--- src/rtl/noise_gen_lfsr.sv ---
// noise_gen_lfsr: 15-bit Fibonacci LFSR noise source for the synth voice path.
// The LFSR advances once every `period` enabled clocks. `mode` selects long
// (taps 0,1) or short (taps 0,6) feedback. A run-time seed can be loaded, and
// `tick` pulses in the cycle after each advance.
module noise_gen_lfsr #(
    parameter int unsigned OUT_W    = 8,
    parameter int unsigned PERIOD_W = 32,
    parameter logic [14:0] SEED     = 15'h0001
) (
    input  logic                clk,
    input  logic                reset,
    input  logic                enable,
    input  logic [PERIOD_W-1:0] period,
    input  logic                mode,
    input  logic                load,
    input  logic [14:0]         seed_in,
    output logic [OUT_W-1:0]    value,
    output logic                bit_out,
    output logic                tick
);

    localparam logic [PERIOD_W-1:0] ONE = PERIOD_W'(1);

    logic [14:0]         lfsr_q, lfsr_d;
    logic [PERIOD_W-1:0] cnt_q,  cnt_d;
    logic                tick_q, tick_d;
    logic                fb;

    // Feedback bit and next-state selection, following the load > gate > step > count priority
    always_comb begin
        lfsr_d = lfsr_q;
        cnt_d  = cnt_q;
        tick_d = 1'b0;
        fb     = lfsr_q[0] ^ (mode ? lfsr_q[6] : lfsr_q[1]);
        if (load) begin
            // A zero seed would lock the register, so fall back to SEED instead
            lfsr_d = (seed_in == '0) ? SEED : seed_in;
            cnt_d  = '0;
        end else if (!enable || (period == '0)) begin
            // Hold the count and the LFSR. tick is already defaulted low.
        end else if (cnt_q == '0) begin
            lfsr_d = {fb, lfsr_q[14:1]};
            cnt_d  = period - ONE;
            tick_d = 1'b1;
        end else begin
            cnt_d  = cnt_q - ONE;
        end
    end

    // State registers with synchronous active-high reset
    always_ff @(posedge clk) begin
        if (reset) begin
            lfsr_q <= SEED;
            cnt_q  <= '0;
            tick_q <= 1'b0;
        end else begin
            lfsr_q <= lfsr_d;
            cnt_q  <= cnt_d;
            tick_q <= tick_d;
        end
    end

    assign value   = lfsr_q[OUT_W-1:0];
    assign bit_out = ~lfsr_q[0];
    assign tick    = tick_q;

endmodule

--- config.mk ---
export PLATFORM = sky130hd
export DESIGN_NAME = noise_gen_lfsr
export DESIGN_NICKNAME = d
export VERILOG_FILES = /design/src/rtl/noise_gen_lfsr.sv
export SDC_FILE = /design/constraint.sdc
export NUM_CORES = 1
export LEC_CHECK = 0
export BUFFER_PORTS_ARGS = -buffer_cell sky130_fd_sc_hd__buf_2
export CORE_MARGIN = 5
export CORE_UTILIZATION = 40
export CTS_CLUSTER_SIZE = 8
export DETAILED_ROUTE_END_ITERATION = 7
export GPL_TIMING_DRIVEN = 0
export PLACE_DENSITY = 0.66
export REMOVE_ABC_BUFFERS = 1
export SLEW_MARGIN = 5
export SYNTH_ARGS = -nofsm -noshare
export SYNTH_HDL_FRONTEND = slang
export SYNTH_SLANG_ARGS = --single-unit
--- constraint.sdc ---
create_clock -name clk -period 3.8 [get_ports clk]
set_clock_uncertainty 0.15 [all_clocks]
set_input_delay 0.38 -clock clk [delete_from_list [all_inputs] [get_ports clk]]
set_output_delay 0.38 -clock clk [all_outputs]
set_load 0.02 [all_outputs]
# After elaboration in Yosys (flattened, before gate mapping)

Cells that the tools add are included.

Add/sub/neg operators: 2
Multipliers: 0
Divide/modulo/power cells: 0
Magnitude comparators: 0
Equal/unequal tests: 1
Shift operators: 0
Mux-type cells: 7
Bitwise logic cells: 2
Reductions and logical operators: 9

Operators with widths:

| cell                    | number |
|---|---|
| $logic_not A32 Y1       | 2 |
| $sub A32 B1 Y32 const B | 2 |
| $mux W15                | 4 |
| $mux W32                | 1 |
| $logic_not A15 Y1       | 1 |
| $reduce_or A3 Y1        | 1 |
| $mux W1                 | 2 |
| $ne A2 B2 Y1 const B    | 1 |
| $reduce_and A2 Y1       | 1 |
| $reduce_bool A2 Y1      | 1 |
| $reduce_or A2 Y1        | 1 |
| $logic_not A1 Y1        | 1 |
| $logic_or A1 B1 Y1      | 1 |
| $not A1 Y1              | 1 |
| $xor A1 B1 Y1           | 1 |

Bits in registers: 48
Latch bits: 0
RAM bits: 0
Memory bits (read-only): 0
Memories kept: 0

# Depth between registers and ports, before layout

Gate-level depths: netlist of run 1.

Depth in word-level cells: 5
Gate-level depth with buffers: 17

# Worst setup path after synthesis of run 1

No wires, ideal clock.

Kind: register to register
From: reg cnt_q[17]
To: reg cnt_q[28]
Setup time: 60 ps
Arrival: 3218 ps
Required time: 3590 ps
Path slack: 372 ps
Stages on the path, launching flop included: 17
Buffers on the path: 5
Clock period less this slack: 3428 ps
Cells stage by stage: dfxtp_1 > nor3_1 > and4b_1 > buf_6 > and3_1 > buf_2 > buf_2 > buf_2 > a21oi_1 > ha_1 > and3b_1 > nand2_1 > nor4b_2 > and4b_1 > buf_2 > mux2i_1 > and3_1

Cells in the longest elaborated chain, start to end: 2
Elaborated cells on any way between the ends: 3
Those cells by class: 1 x add/sub; 1 x mux; 1 x reduce/logical

RTL lines:

| what                                                 | line   | source |
|---|---|---|
| start: declaration                                   | 25     | `logic [PERIOD_W-1:0] cnt_q, cnt_d;` |
| start signal: assignment                             | 58     | `cnt_q <= cnt_d;` |
| $sub A32 B1 Y32 or $logic_not A32 Y1 (tied branches) | 46, 41 |  |
| $mux W32 (*)                                         | 41     | `end else if (cnt_q == '0) begin` |

Every way passes the cells marked *; elsewhere a longest branch is shown, timed or not.
A chain may end at the register's enable or synchronous reset.

# Final worst setup path of run 1

From: reg cnt_q[19]
To: reg cnt_q[28]

The elaborated chain is that of the path after synthesis.

==> results of run 1 <==
==> synthesized netlist by cell type, drive strengths merged (5+ instances only) <==
library cell  instances  share of area
dfxtp                48           0.28
a2bb2oi               5          0.013
a41oi                 5          0.013
nand3                14          0.020
nor3                 21          0.032
mux2i                 9          0.026
and3                  5         0.0090
inv                   5         0.0054
clkbuf               14          0.016
a31oi                12          0.022
or2                   6          0.011
nand2                51          0.055
nor2                 55          0.062
a311oi               13          0.033
nor4                 18          0.043
or4                   6          0.014
o21ai                21          0.030
a21oi                28          0.040
nand4                13          0.023
a211oi               11          0.024
a21o                  5          0.011
buf                  25          0.045
==> worst max-delay path by stage <==
stage	from	endpoint	slack (ps)	cells after the start
floorplan	cnt_q[20]	cnt_q[28]	-80	11
global placement	cnt_q[3]	cnt_q[28]	-930	11
detailed placement	cnt_q[17]	cnt_q[28]	-100	11
CTS	cnt_q[17]	cnt_q[28]	8	11
global route	cnt_q[19]	cnt_q[28]	2	11
finish	cnt_q[19]	cnt_q[28]	180	11
==> cell usage in the layout (no fill, tap or decap), types with 6 or more instances in the layout <==
cell type / count
a211oi_1: 11
clkbuf_8: 6
nand4_1: 13
a21oi_1: 28
nand3_1: 14
buf_2: 61
nor2_1: 54
mux2i_1: 9
nor4_1: 15
a311oi_1: 13
dfxtp_1: 47
a31oi_1: 12
o21ai_0: 21
nand2_1: 51
nor3_1: 20
or2_2: 6
==> flip-flops by register name (all words and copies together) (netlist names) <==
register and count:
cnt_q 32, tick 1, lfsr_q 15
==> per-stage QoR <==
step           area (µm²)  hold WS, ps    util  worst slack [ps]  TNS [ps]
3_5_place_dp         3745        323.0  0.4358            -100.2    -208.6
6_report             3882        198.6  0.4518             179.7         0
5_1_grt              3882        206.0  0.4518             2.068         0
2_1_floorplan        3252        299.8       -            -83.00    -259.5
3_3_place_gp         3692        317.5  0.4297            -933.6    -21770
4_1_cts              3876        192.5  0.4511             7.775         0
==> metal layers <==
layer | vias to the layer above | global-route usage | part of all wire
met5 | - | 0 | 0
met2 | 109 | 0.3098 | 0.50
met3 | 10 | 0.02368 | 0.053
met1 | 1729 | 0.2395 | 0.45
li1 | 1815 | - | -
met4 | 0 | 0.06474 | 0.0067
==> kinds of logic after synthesis <==
kind of cell,Yosys count,share of synthesized area
AOI/OAI and AO/OA,138,0.2888
xor gates and xnor gates,1,0.002530
muxes,12,0.03578
adders and majority gates,1,0.003613
buffers and inverters,44,0.06614
DFF,48,0.2776
and+or+nand+nor,213,0.3256
==> what timing repair did <==
action	CTS	global route
setup endpoints to repair	4	6
gates resized for setup	2	2
buffers inserted	0	0
==> area by class of cell <==
cell class	count	area, µm²
tap	108	135.1
inverter	5	18.77
clock buffer	6	82.58
sequential	48	962.2
timing repair buffer	63	347.8
clock inverter	2	38.79
multi-input combinational	365	2297
fill	857	4711
==> critical path: cells and delay by family (launching register included) <==
kind	cells	cell delay, ps
AOI/OAI and AO/OA	1	270
and+or+nand+nor	8	2180
DFF	1	510
adders and majority gates	1	240
muxes	1	200
==> flow_summary.json, run 1 <==
{
  "run_status": "finished clean",
  "layout_min_cycle_time_ps": 3620,
  "io_buffers": 61,
  "diodes": 0,
  "critical_path_required_ps": 3900,
  "drtIter0Drc": 260,
  "cp.arrival_ps": 3720,
  "cts_buffers": 5,
  "holdCritStartpoint": "seed_in[2]",
  "reg2reg_to": "cnt_q[28]",
  "gp_congestion": 0.8805,
  "synthCells": 457,
  "htreeDepth": 2,
  "synth_top_flop_cell": "dfxtp_1",
  "r2r_slack_ps": 180,
  "finalCritPeriodShare": 0.9527,
  "max_slew_margin": 0.2565,
  "via_per_inst": 6.136,
  "area_delta_synth_final_pct": 12.14,
  "design.core.area_mm2": 0.008593,
  "rsz0062_at_grt": "no",
  "antenna_found_initial": 0,
  "grt_pass1_vias": 3378,
  "whs_path_depth": 3,
  "drc_errors": 0,
  "avgSynthCellArea_um2": 7.576,
  "grt_overflow": 0,
  "root_buffer": "clkbuf_8",
  "hold_viol": 0,
  "dr_total_vias": 3663,
  "ios": 62,
  "whs_endpoint": "lfsr_q[2]",
  "synth_cell_types": 67,
  "clock_path_buffers": 2,
  "tightest_slew_ps": 1111,
  "slew_viol_final": 0,
  "finalSetupViolations": 0,
  "critPathLaunchType": "flip-flop",
  "die_x_um": 103.0,
  "synth-edff-count": 0,
  "clk_pin_slew_ps": 90,
  "endpoint_kind": "flip-flop",
  "insertion_delay_ps": 310,
  "grt_max_degree": 38,
  "wl_per_cell_um": 16.40,
  "dp_cells": 589,
  "crit_path_max_incr_delay_ps": 510,
  "timing.rr.start": "cnt_q[19]",
  "dp_hpwl_mm": 7.007,
  "slowest_stage": "dfxtp_1",
  "seq_area_frac_synth": 0.2776,
  "fin_nets": 541,
  "dieArea_mm2": 0.01062,
  "critPathKind": "flip-flop to flip-flop",
  "maxCapViolCount": 0,
  "synthArstFlopShare": 0,
  "cts_tree": "built",
  "critical_path.max_fanout": 29,
  "ys_ff_latch": 48,
  "drive_gt1_frac": 0.2025,
  "fp.dieH_um": 103.0,
  "fp-row-count": 34,
  "start_util": 0.4029,
  "fmax_ghz": 0.2762,
  "synthesis.area_mm2": 0.003462,
  "grt_pass1_wl_mm": 15.95,
  "instances_no_fill": 597,
  "hold_buffers": 0,
  "drt_first_pass_iters": 5,
  "yosys_warnings": 0,
  "ant_nets": 0,
  "clock-sinks": 48,
  "grt_usage": 0.1834,
  "min_path_type": "primary input to flip-flop",
  "r2r_cells": 11,
  "crit_chain": "nor3_1, and4b_1, and3_4, a21oi_1, ha_1, and3b_1, nand2_1, nor4b_4, and4b_2, mux2i_1, and3_1",
  "routed_wirelength_mm": 9.792
}
Power of run 1 is not shown: default switching activity piles up to over one toggle a cycle in this logic, so the estimate is an artifact.
==> run 2, diff against run 1 <==
--- a/config.mk
+++ b/config.mk
@@ -7,11 +7,11 @@
 export LEC_CHECK = 0
 export BUFFER_PORTS_ARGS = -buffer_cell sky130_fd_sc_hd__buf_2
 export CORE_MARGIN = 5
-export CORE_UTILIZATION = 40
+export CORE_UTILIZATION = 45
 export CTS_CLUSTER_SIZE = 8
 export DETAILED_ROUTE_END_ITERATION = 7
 export GPL_TIMING_DRIVEN = 0
-export PLACE_DENSITY = 0.66
+export PLACE_DENSITY = 0.73
 export REMOVE_ABC_BUFFERS = 1
 export SLEW_MARGIN = 5
 export SYNTH_ARGS = -nofsm -noshare
==> run 2 against run 1 <==
Compared with the run above: non-clock buffer count rose by 2; via count up 2.1%; global-route usage grew 1.5 points; die area shrank 10%; register-to-register slack improved by 20 ps; utilization is 6.6 points higher; setup slack gained 19 ps; flip-flop and latch count did not move; critical endpoint unchanged; largest cell class unchanged.
==> flow_summary.json, run 2 (synthesis gave the netlist of run 1 again) <==
{
  "run_status": "finished clean",
  "root_buffer": "clkbuf_8",
  "grt_usage": 0.1982,
  "gp_congestion": 0.8757,
  "layout_min_cycle_time_ps": 3601,
  "largest_register_ffs": 32,
  "dr_total_vias": 3741,
  "r2r_cells": 12,
  "worstSetupStartpoint": "cnt_q[20]",
  "drc_errors": 0,
  "ios": 62,
  "area_delta_synth_final_pct": 13.88,
  "grt_pass1_wl_mm": 16.19,
  "start_util": 0.4551,
  "insertion_delay_ps": 310,
  "slew_viol_final": 0,
  "fp.dieH_um": 97.71,
  "crit_path_max_incr_delay_ps": 450,
  "path_depth": 12,
  "fp-row-count": 32,
  "grt_pass1_vias": 3436,
  "cts_tree": "built",
  "drt_first_pass_iters": 5,
  "clk_pin_slew_ps": 100,
  "crit_buf_inv": 1,
  "maxCapViolCount": 0,
  "rsz0062_at_grt": "no",
  "critPathKind": "flip-flop to flip-flop",
  "drive_gt1_frac": 0.2159,
  "crit_family": "simple AND/OR/NAND/NOR gates",
  "routed_wirelength_mm": 9.709,
  "fin_nets": 543,
  "reg2reg_to": "cnt_q[28]",
  "cp.arrival_ps": 3670,
  "crit_chain": "or3_4, and4b_1, and3_4, buf_16, a21oi_1, ha_1, and3b_2, nand2_1, nor4b_4, and4b_2, mux2i_1, and3_1",
  "clock-sinks": 48,
  "grt_max_degree": 38,
  "largest_register": "cnt_q",
  "diodes": 0,
  "final_cell_mix": "61 x buf_2, 54 x nor2_1, 51 x nand2_1, 45 x dfxtp_1, 28 x a21oi_1",
  "cts_buffers": 5,
  "final_common_cell": "buf_2",
  "grt_overflow": 0,
  "design.core.area_mm2": 0.007607,
  "endpoint": "cnt_q[28]",
  "wl_met1_mm": 4.342,
  "critical_path_required_ps": 3870,
  "dieArea_mm2": 0.009547,
  "finalCritPeriodShare": 0.9478,
  "dr.max_layer_used": "met4",
  "fmax_ghz": 0.2777,
  "io_buffers": 61,
  "htreeDepth": 2,
  "timing.rr.start": "cnt_q[20]",
  "critPathLaunchType": "flip-flop",
  "finalSetupViolations": 0,
  "met3WireLength_um": 617,
  "max_slew_margin": 0.2145,
  "ant_nets": 0,
  "clock_path_buffers": 2,
  "via_per_inst": 6.309,
  "wl_per_cell_um": 16.37,
  "endpoint_kind": "flip-flop",
  "hold_ws_ps": 190.9,
  "dp_hpwl_mm": 6.898,
  "antenna_found_initial": 0,
  "hold_viol": 0,
  "critical_path.max_fanout": 34,
  "wl_met2_mm": 4.614,
  "tightest_slew_ps": 1174,
  "drtIter0Drc": 245,
  "die_x_um": 97.71,
  "r2r_slack_ps": 200,
  "slowest_stage": "and3_4",
  "min_path_type": "primary input to flip-flop"
}
[run 2: worst min-delay path by stage]
stage                           from   endpoint  depth (start not counted)
after floorplan             cnt_q[0]   cnt_q[0]                          2
final                     seed_in[8]  lfsr_q[8]                          3
after global placement     lfsr_q[9]  lfsr_q[8]                          2
after CTS                 seed_in[7]  lfsr_q[7]                          3
after detailed placement  lfsr_q[10]  lfsr_q[9]                          2
after global routing      seed_in[8]  lfsr_q[8]                          3
[run 2: per-layer routing]
layer  GRT usage  vias up
li1            -     1820
met1      0.2487     1790
met2      0.3384      122
met3     0.04451        9
met4     0.06070        0
met5           0        -
[run 2: timing repair]
action,in CTS,in global routing
buffers inserted,0,2
hold endpoints to repair,0,0
pin swaps,0,3
gates resized for setup,4,5
cloned,0,0
hold buffers,0,0
endpoints found under the setup margin,6,6
[run 2: tightest hold or removal path, delay by kind of cell]
family                 cells  cell delay [ps]
AO/OA/AOI/OAI              1               50
buffers and inverters      1              110
AND/OR/NAND/NOR            1               80
[run 2: through the flow]
step           TNS, ps  instance area, µm²  cells  setup slack, ps  utilization
5_1_grt              0                3943    593            12.76       0.5183
3_5_place_dp    -679.2                3737    583           -206.5       0.4913
6_report             0                3943    593            198.5       0.5183
2_1_floorplan   -259.5                3252    418           -83.00            -
4_1_cts              0                3911    591            92.30       0.5141
3_3_place_gp    -19980                3685    581           -899.7       0.4844
[run 2: final cells by class]
type                       instances  area [µm²]
clock inverter                     3       90.09
timing repair buffer              65       362.8
clock buffer                       5       68.82
fill                             757        3665
tap                              102       127.6
inverter                           5       18.77
multi-input combinational        365        2310
sequential                        48       964.7
Power of run 2 is left out for the same reason.
